--- src/rtl/ps2_host_tx.sv ---
// ps2_host_tx: host-to-device PS/2 command sender (inhibit, RTS, 8 data bits, odd parity, stop, ACK check)
module ps2_host_tx #(
  parameter int INHIBIT_CYCLES = 10000,
  parameter int TIMEOUT_CYCLES = 2000000
) (
  input  logic       clk,
  input  logic       clrn,
  input  logic       ps2_clk,
  input  logic       ps2_data,
  output logic       ps2_clk_pull,
  output logic       ps2_data_pull,
  input  logic [7:0] tx_data,
  input  logic       tx_valid,
  output logic       tx_ready,
  output logic       busy,
  output logic       tx_done,
  output logic       tx_err
);
  localparam int IW = $clog2(INHIBIT_CYCLES + 1);
  localparam int TW = $clog2(TIMEOUT_CYCLES + 1);
  typedef enum logic [2:0] {IDLE, INHIBIT, RTS, DATA, ACK, WAIT_IDLE, DONE} state_t;
  state_t state, nxt;
  logic [2:0] csync;
  logic [1:0] dsync;
  logic [8:0] shreg;
  logic [3:0] bit_cnt;
  logic [IW-1:0] icnt;
  logic [TW-1:0] tcnt;
  logic fall, live, timeout, inh_done, last, err, data_nxt;
  assign fall = csync[2:1] == 2'b10;
  assign live = state inside {RTS, DATA, ACK, WAIT_IDLE};
  assign timeout = live && tcnt == TW'(TIMEOUT_CYCLES);
  assign inh_done = icnt == IW'(INHIBIT_CYCLES - 1);
  assign last = bit_cnt == 4'd8;
  assign tx_ready = state == IDLE;
  assign busy = !tx_ready;
  assign tx_done = state == DONE;
  assign tx_err = tx_done && err;
  // data_nxt is the data-line pull for the coming cycle; both pulls are registered so the pins never glitch
  always_comb begin
    nxt = state;
    data_nxt = 1'b0;
    case (state)
      IDLE:      nxt = tx_valid ? INHIBIT : IDLE;
      INHIBIT: begin
        nxt = inh_done ? RTS : INHIBIT;
        data_nxt = inh_done;
      end
      RTS: begin
        nxt = fall ? DATA : RTS;
        data_nxt = fall ? ~shreg[0] : 1'b1;
      end
      DATA: begin
        nxt = (fall && last) ? ACK : DATA;
        data_nxt = fall ? (~shreg[0] && !last) : ps2_data_pull;
      end
      ACK:       nxt = fall ? WAIT_IDLE : ACK;
      WAIT_IDLE: nxt = (csync[1] && dsync[1]) ? DONE : WAIT_IDLE;
      default:   nxt = IDLE;
    endcase
    if (timeout) begin
      nxt = DONE;
      data_nxt = 1'b0;
    end
  end
  always_ff @(posedge clk or negedge clrn) begin
    if (!clrn) begin
      state <= IDLE;
      csync <= '0;
      dsync <= '0;
      shreg <= '0;
      bit_cnt <= '0;
      icnt <= '0;
      tcnt <= '0;
      err <= 1'b0;
      ps2_clk_pull <= 1'b0;
      ps2_data_pull <= 1'b0;
    end else begin
      state <= nxt;
      csync <= {csync[1:0], ps2_clk};
      dsync <= {dsync[0], ps2_data};
      ps2_clk_pull <= nxt == INHIBIT;
      ps2_data_pull <= data_nxt;
      icnt <= (state == INHIBIT) ? icnt + IW'(1) : '0;
      tcnt <= (state == INHIBIT) ? '0 : (live && !timeout) ? tcnt + TW'(1) : tcnt;
      bit_cnt <= (state == RTS) ? '0 : (state == DATA && fall) ? bit_cnt + 4'd1 : bit_cnt;
      err <= (state == IDLE) ? 1'b0 : timeout ? 1'b1 : (state == ACK && fall) ? dsync[1] : err;
      if (tx_ready && tx_valid) shreg <= {~^tx_data, tx_data};
      else if (fall && (state == RTS || state == DATA)) shreg <= {1'b0, shreg[8:1]};
    end
  end
endmodule

--- config.mk ---
export PLATFORM = sky130hd
export DESIGN_NAME = ps2_host_tx
export DESIGN_NICKNAME = d
export VERILOG_FILES = /design/src/rtl/ps2_host_tx.sv
export SDC_FILE = /design/constraint.sdc
export NUM_CORES = 1
export LEC_CHECK = 0
export CAP_MARGIN = 15
export CORE_UTILIZATION = 53
export CTS_CLUSTER_SIZE = 14
export DETAILED_ROUTE_END_ITERATION = 16
export GPL_ROUTABILITY_DRIVEN = 0
export GPL_TIMING_DRIVEN = 1
export PLACE_DENSITY = 0.75
export SYNTH_ARGS = -nofsm -noshare
export SYNTH_HDL_FRONTEND = slang
export SYNTH_SLANG_ARGS = --single-unit
--- constraint.sdc ---
create_clock -name clk -period 1.8 [get_ports clk]
set_input_delay 0.27 -clock clk [delete_from_list [all_inputs] [get_ports clk]]
set_output_delay 0.27 -clock clk [all_outputs]
set_load 0.05 [all_outputs]
=== After elaboration in Yosys (flattened, before gate mapping) ===
Cells that the tools add are included.

* Register bits after elaboration: 59
* Input port bits: 13
* Logic and storage cells: 69
* Output and inout port bits: 6

* Equal/unequal tests: 12
* Bitwise logic cells: 1
* Muxes and demuxes: 22
* Reductions and logical operators: 21
* Add/subtract/negate cells: 3

{| class="wikitable"
|+ Operators with widths
! operator !! number
|-
| $mux W21 || 2
|-
| $add A21 B1 Y21 const B || 1
|-
| $eq A21 B21 Y1 const B || 1
|-
| $mux W9 || 2
|-
| $pmux W3 S6 || 1
|-
| $add A14 B1 Y14 const B || 1
|-
| $eq A14 B14 Y1 const B || 1
|-
| $mux W14 || 1
|-
| $logic_and A1 B1 Y1 || 10
|-
| $eq A3 B3 Y1 const B || 3
|-
| $mux W1 || 9
|-
| $mux W4 || 2
|-
| $reduce_xnor A8 Y1 || 1
|-
| $eq A3 B1 Y1 const B || 2
|-
| $eq A3 B2 Y1 const B || 2
|-
| $mux W3 || 2
|-
| $reduce_bool A2 Y1 || 3
|-
| $add A4 B1 Y4 const B || 1
|-
| $eq A4 B4 Y1 const B || 1
|-
| $mux W2 || 2
|-
| $reduce_bool A4 Y1 || 1
|-
| $logic_not A1 Y1 || 3
|-
| $logic_not A3 Y1 || 1
|-
| $ne A3 B3 Y1 const B || 1
|-
| other kinds (5) || 5
|}

=== Depth between registers and ports, before layout ===
* Depth after elaboration: 7
* Depth in mapped cells: 7
* Mapped depth without buffers: 7

=== Worst setup path before layout ===
OpenSTA, ideal clock, no wires.

* Path kind: flip-flop to flip-flop
* Start point: register state[2]
* End point: register shreg[7]
* Cell stages (with the launch flop): 7
* Buffers on the path: 3
* Data required time: 1672 ps
* Slack: -851 ps
* Clock period less this slack: 2651 ps
* Library setup time: 128 ps
* Arrival: 2523 ps
* Cell sequence: dfrtp_1 -> clkbuf_1 -> nor3_1 -> and2_1 -> clkbuf_1 -> buf_2 -> o21ai_0

* Elaborated cells between the ends (all ways): 8
* Classes of those cells: eq/ne (2); mux (1); reduce/logical (5)

{| class="wikitable"
|+ RTL lines
! item !! line !! RTL
|-
| start: declaration || 22 || <nowiki>state_t state, nxt;</nowiki>
|-
| start signal: assignment || 79 || <nowiki>state <= nxt;</nowiki>
|-
| $logic_not A3 Y1 (*) || 35 || <nowiki>assign tx_ready = state == IDLE;</nowiki>
|-
| named net tx_ready || 14 || <nowiki>output logic tx_ready,</nowiki>
|-
| $logic_and A1 B1 Y1 (*) || 88 || <nowiki>if (tx_ready && tx_valid) shreg <= {~^tx_data, tx_data};</nowiki>
|-
| $mux W9 / $reduce_bool A2 Y1 (equally long branches) || - ||
|-
| end signal: assignment || 88 ||
|-
| end signal: assignment || 89 || <nowiki>else if (fall && (state == RTS || state == DATA)) shreg <= {1'b0, shreg[8:1]};</nowiki>
|-
| end: declaration || 25 || <nowiki>logic [8:0] shreg;</nowiki>
|}

The timed path passes the listed nets; every way through them passes the cells marked *.
A chain may end at the register's enable or synchronous reset.

=== Final worst setup path ===
* Start point: register tcnt[4]
* End point: register tcnt[0]

* Longest elaborated chain between the ends: 5

{| class="wikitable"
|+ Ends and longest elaborated chain
! item !! line !! RTL
|-
| start: declaration || 28 || <nowiki>logic [TW-1:0] tcnt;</nowiki>
|-
| start signal: assignment || 85 || <nowiki>tcnt <= (state == INHIBIT) ? '0 : (live && !timeout) ? tcnt + TW'(1) : tcnt;</nowiki>
|-
| $eq A21 B21 Y1 || 32 || <nowiki>assign timeout = live && tcnt == TW'(TIMEOUT_CYCLES);</nowiki>
|-
| $logic_and A1 B1 Y1 || 32 ||
|-
| $logic_not A1 Y1 || 85 ||
|-
| $logic_and A1 B1 Y1 || 85 ||
|-
| $reduce_bool A2 Y1 (no source line) || - ||
|}

No other way between the ends.

==> results.yml <==
route:
  num_vias: 2340
  wl_per_cell_um: 14.10
  dr.pass1.iters: 4
  wirelength_um: 6120
  vias_per_cell: 5.392
  antenna_left: 0
  drt_iter0_drc: 137
  drc_errors: 0
floorplanning:
  io_pins: 19
  start_util_pct: 55.17
  core_area_sq_um: 5507
  num_rows: 27
  dieArea_sq_um: 6039
  die_w_um: 77.71
  die_y_um: 77.71
run:
  maxCapViolCount: 0
global_route:
  grt_pass1_vias: 2372
  grt_pass1_wl_um: 10820
  overflow: 0
  grt_antenna_before_repair: 0
  grt_busiest_layer: "met2"
  met2_usage_pct: 35.40
  grt.met3_usage_pct: 8.235
  grt_util_all_layers_pct: 23.48
  grt_util_met1_pct: 30.87
  grt_max_degree: 60
synth:
  synth_cell_types: 42
  yosysMostFrequentCell: "dfrtp_1"
  synth.cell_area_sq_um: 3038
  seq_area_frac_synth_pct: 48.60
  synth-edff-count: 0
  synth_common_cells: "dfrtp_1, nor2_1, nand2_1"
  synth_cells: 313
  yosysWarnings: 0
  yosys_most_used_dff: "dfrtp_1"
  syn-num-nets: 334
  async_reset_ff_share_pct: 100.0
  synth_top_area_cell: "dfrtp_1"
  yosys.area.top_type_share_pct: 48.60
  syn_avg_cell_area_sq_um: 9.706
  ys_top_cells_by_area: "dfrtp_1, xnor2_1, nor2_1"
  synth_seq_cells: 59
sta:
  setup_violations: 0
  hold_violations: 0
  period_minus_slack_ns: 1.753
  fin_skew_ns: 0.006977
  rsz0062_at_grt: "true"
  relSlewSlack_pct: 64.80
  maxSlewViolCount: 0
  finalCritPeriodShare_pct: 97.37
  worstMarginPinSlew_ns: 0.5270
  fmax_mhz: 570.6
  holdWs_ns: 0.3516
clock_tree:
  cts.reportedPaths.clkPinSlew_ns: 0.06
  insertion_delay_ns: 0.35
  clock_sinks: 59
  root_buffer: "clkbuf_8"
  cts_htree_levels: 3
  cts_made_buffers: 9
  clock_path_buffers: 2
  cts_tree: "yes"
pwr:
  p_per_area_nw_per_um2: 817.6
  ir_drop_mv: 0.6440
  total_leakage_power_nw: 1.599
  power.total_w: 0.003106
finish:
  fin_nets: 379
  diodes: 0
  area_growth_pct: 25.04
  utilization_pct: 68.98
  finalNonFillerCells: 434
  drive_above_1_share_pct: 18.78
place:
  io_buffers: 18
  dp_cells: 412
  hpwl_um: 4156
setup_path:
  critPathKind: "register to register"
  crit_path_start_kind: "register"
  slowest_stage: "or4_4"
  crit_path_cell_trace: "or4_4, nor4_4, buf_4, a21oi_4, xnor2_1, nor2_1"
  cp_slowest_stage_delay_ns: 0.55
  critPathRequiredTime_ns: 2.04
  path_max_fanout: 5
  cp-end-kind: "register"
  worstPathArrival_ns: 1.99
run_status:
  status: "completed"
min_path:
  hold_path.class: "register to register"
[report_power, final]
group | switching [W] | internal [W] | total (W)
logic | 0.000218 | 0.000204 | 0.000422
clock network | 0.000509 | 0.000619 | 0.00113
registers | 0.0000920 | 0.00146 | 0.00156
[state kept, by name (all words and copies together) (netlist names)]
| signal | cells |
|---|---|
| icnt | 14 |
| dsync | 2 |
| shreg | 9 |
| state | 3 |
| tcnt | 21 |
| err | 1 |
| bit_cnt | 4 |
| ps2_data_pull | 1 |
| ps2_clk_pull | 1 |
| csync | 3 |
[cell families (layout without fill, tap and decap cells)]
| group | count (synthesis) | count (layout) | share of synthesized area (%) |
|---|---|---|---|
| AOI/OAI and AO/OA | 42 | 42 | 8.567 |
| muxes | 9 | 9 | 2.966 |
| and+or+nand+nor | 143 | 143 | 24.46 |
| adders and majority gates | 8 | 8 | 3.295 |
| DFF | 59 | 59 | 48.60 |
| xor gates and xnor gates | 34 | 34 | 9.802 |
| buffers and inverters | 18 | 67 | 2.307 |
[final timing paths]
| check | startpoint | to | slack (ns) | cells past startpoint |
|---|---|---|---|---|
| max in group asynchronous | clrn | tcnt[3] | 1.07 | 3 |
| setup / recovery | tcnt[4] | tcnt[0] | 0.05 | 6 |
| hold reg to reg | dsync[0] | dsync[1] | 0.35 | 0 |
| min in group asynchronous | clrn | bit_cnt[2] | 0.45 | 3 |
| setup reg to reg | tcnt[4] | tcnt[0] | 0.05 | 6 |
| hold / removal | dsync[0] | dsync[1] | 0.35 | 0 |
[final cells by class]
type	count	area [sq um]
well taps	72	90.09
inverters	10	37.54
multi-input cells	236	1600
flip-flops and latches	59	1480
clock inverters	6	57.56
repair buffers	42	409.1
clock buffers	9	123.9
fillers	396	1708
[per-layer routing]
layer  share of wire [%]  vias up
met2                  48       48
met1                  47     1104
met5                   0        -
li1                    -     1177
met3                 4.0       11
met4                 1.5        0
[per-stage QoR]
step / worst slack [ns] / instance area, sq um / setup TNS [ns]
floorplan: 0.002344 / 3094 / 0
global placement: -0.06409 / 3507 / -0.06409
detailed placement: -0.05374 / 3507 / -0.05374
CTS: 0.004566 / 3707 / 0
global route: -0.05499 / 3799 / -0.2588
finish: 0.04742 / 3799 / 0
[cells in the final DEF, fill, tap and decap left out, drive strengths merged, types with 4 or more instances in the layout]
cell type	n
dfrtp	59
nor2	38
nand2	36
buf	28
xnor2	24
o21ai	17
a21oi	13
nor3	13
clkdlybuf4s50	12
nand3	11
xor2	10
inv	10
mux2i	9
clkbuf	9
ha	8
or3	6
nand4	5
nor2b	4
nand2b	4
and4	4
clkinv	4
nor4	4
[worst max-delay path, delay by kind of cell (launching register included)]
kind	cells	cell delay [ns]
AO/OA/AOI/OAI	1	0.08
buffers and inverters	1	0.19
flip-flops	1	0.42
AND/OR/NAND/NOR	3	0.80
XOR/XNOR	1	0.15
[timing repair]
| item | in CTS | in global routing |
|---|---|---|
| setup buffers | 0 | 6 |
| hold buffers | 1 | 0 |
| resized for setup | 4 | 9 |
| endpoints found under the setup margin | 2 | 14 |
| pin swaps | 2 | 4 |
| hold endpoints to repair | 59 | 0 |
Power figures use the tool's default switching activity.
==> RTL edit 1, RTL diff (same settings) <==
Change the parameter `TIMEOUT_CYCLES` from 2000000 to 1000000.
--- a/src/rtl/ps2_host_tx.sv
+++ b/src/rtl/ps2_host_tx.sv
@@ -2,5 +2,5 @@
 module ps2_host_tx #(
   parameter int INHIBIT_CYCLES = 10000,
-  parameter int TIMEOUT_CYCLES = 2000000
+  parameter int TIMEOUT_CYCLES = 1000000
 ) (
   input  logic       clk,
Formal check against the unedited RTL: same outputs for any inputs over 10 cycles, from zero or initial values; that may be too few to reach the edited logic, so the function may still have changed.
==> RTL edit 1 against the unedited design <==
Routed wire length is 8.6% higher. Total power is 13% higher. Combinational power is 11% higher. Critical endpoint is now state[1]. Sequential cell count is 1 lower. Final area is 0.40% higher. Largest cell class unchanged. The flow now finishes with violations (negative setup slack). Largest power group unchanged. Hold slack better by 0.0069 ns. Critical path depth is 1 lower. Worst setup slack worse by 0.15 ns. Maximum frequency is 8.0% lower. Synthesized area is 2.2% lower.
==> RTL edit 1: results (changes against the unedited design) <==
Route
  – WL/cell: 15.4 um (was 14.1 um)
  – 1st-iter DRT viols: 270 (was 137)
  – Via/cell ratio: 5.72 (was 5.39)
  – Drt total wl: 6650 um (was 6120 um)

Placement
  – HPWL after detailed placement: 4310 um (was 4160 um)
  – Placed Cells: 408 (was 412)
  – Placed cell areas: 3450 um2 (was 3510 um2)
  – Pre-CTS setup slack: -0.0571 ns (was -0.0537 ns)

Yosys
  – Synthesized area per cell: 9.68 um2 (was 9.71 um2)
  – Leading post-synthesis cells by cell area: dfrtp_1 49%, xnor2_1 5.0%, nor2_1 4.9% (was dfrtp_1 49%, xnor2_1 6.9%, nor2_1 4.7%)
  – Count of cell types in the netlist: 44 (was 42)
  – Number of synthesized flops with an enable pin: 0 (unchanged)
  – Register area share after synthesis: 48.8% (was 48.6%)
  – Post-synth net total: 328 (was 334)
  – Synth top cells by count: 58 x dfrtp_1, 39 x nor2_1, 29 x nand2_1 (was 59 x dfrtp_1, 38 x nor2_1, 36 x nand2_1)

GRT
  – GRT met1 Usage: 30.5% (was 30.9%)
  – Vias in the first global route: 2435 (was 2372)
  – GRT Util Overall: 23.7% (was 23.5%)
  – GR met2 Demand/Resource: 38.5% (was 35.4%)
  – Largest net degree at the start of global routing: 59 (was 60)
  – Met3 GRT Util: 5.48% (was 8.24%)
  – First-pass GRT wire length: 11000 um (was 10800 um)

Clock network
  – Skew-Pair Late Insertion Delay: 0.33 ns (was 0.35 ns)

STA
  – Worst Skew: 0.00441 ns (was 0.00698 ns)
  – Worst hold slack: 0.358 ns (was 0.352 ns)
  – Setup violators final: 3 (was 0)
  – Setup TNS Final: -0.278 ns (was 0 ns)
  – Worst-Margin Slew: 0.547 ns (was 0.527 ns)
  – Worst setup slack after layout: -0.104 ns (was 0.0474 ns)

Finish
  – Fillers: 390 (was 396)
  – ANT cells: 0 (unchanged)
  – Fraction of final layout cells with drive strength greater than 1: 19.8% (was 18.8%)
  – Seq. cell area: 1450 um2 (was 1480 um2)
  – Regs by FF count: tcnt x20, icnt x14, shreg x9 (was tcnt x21, icnt x14, shreg x9)

Outcome
  – Failing checks: negative setup slack
  – Status: finished, violations left (was complete, no violations)

Setup path
  – CP startpoint: icnt[5] (was tcnt[4])
  – R2R depth: 5 (was 6)
  – WP data arrival: 2.12 ns (was 1.99 ns)
  – FF-to-FF End: state[1] (was tcnt[0])

Pwr
  – Pleak: 1.66 nW (was 1.60 nW)
  – Peak VDD IR: 0.00114 V (was 0.000644 V)
==> RTL edit 1: cell types whose count changed after synthesis, moves of 3 or more <==
cell | unedited run | this run
nand4_1 | 5 | 8
nor3b_1 | 3 | 0
xor2_1 | 10 | 15
nand2_1 | 36 | 29
nor4_1 | 3 | 6
a21oi_1 | 12 | 9
nor2b_1 | 4 | 1
xnor2_1 | 24 | 17
==> RTL edit 1: per-layer routing <==
layer / up-vias / part of all wire, %
met5: - / 0
met4: 0 / 1.3
met3: 11 / 5.6
met2: 85 / 48
met1: 1205 / 45
li1: 1176 / -
==> RTL edit 1: area by class of cell <==
type                            count  area share, %
Multi-Input combinational cell    230           40.2
Sequential cell                    58           38.1
Timing Repair Buffer               48           11.7
Clock buffer                       11           3.97
Clock inverter                      5           2.62
Tap cell                           70           2.30
Inverter                           11           1.08
==> RTL edit 1: what timing repair did <==
item / CTS / global route
hold buffers: 1 / 0
endpoints found under the setup margin: 4 / 11
resized for setup: 1 / 10
endpoints found under the hold margin: 58 / 0
gates cloned: 0 / 0
pin swaps: 2 / 1
buffers inserted: 2 / 6
==> RTL edit 1: logic make-up (layout without fill, tap and decap cells) <==
group / Yosys count / count (layout) / synth area share [%]
xor+xnor: 32 / 32 / 9.43
compound gates: 40 / 40 / 8.25
flops: 58 / 58 / 48.8
mux: 10 / 10 / 3.37
simple gates: 140 / 140 / 24.3
fa+ha+maj: 8 / 8 / 3.37
buf+inv: 19 / 75 / 2.48
==> RTL edit 1: where the power goes <==
part / switching (mW) / internal (mW) / leakage, nW
clock: 0.524 / 0.991 / 0.129
combinational: 0.249 / 0.220 / 0.765
sequential: 0.0895 / 1.44 / 0.766
total: 0.863 / 2.65 / 1.66
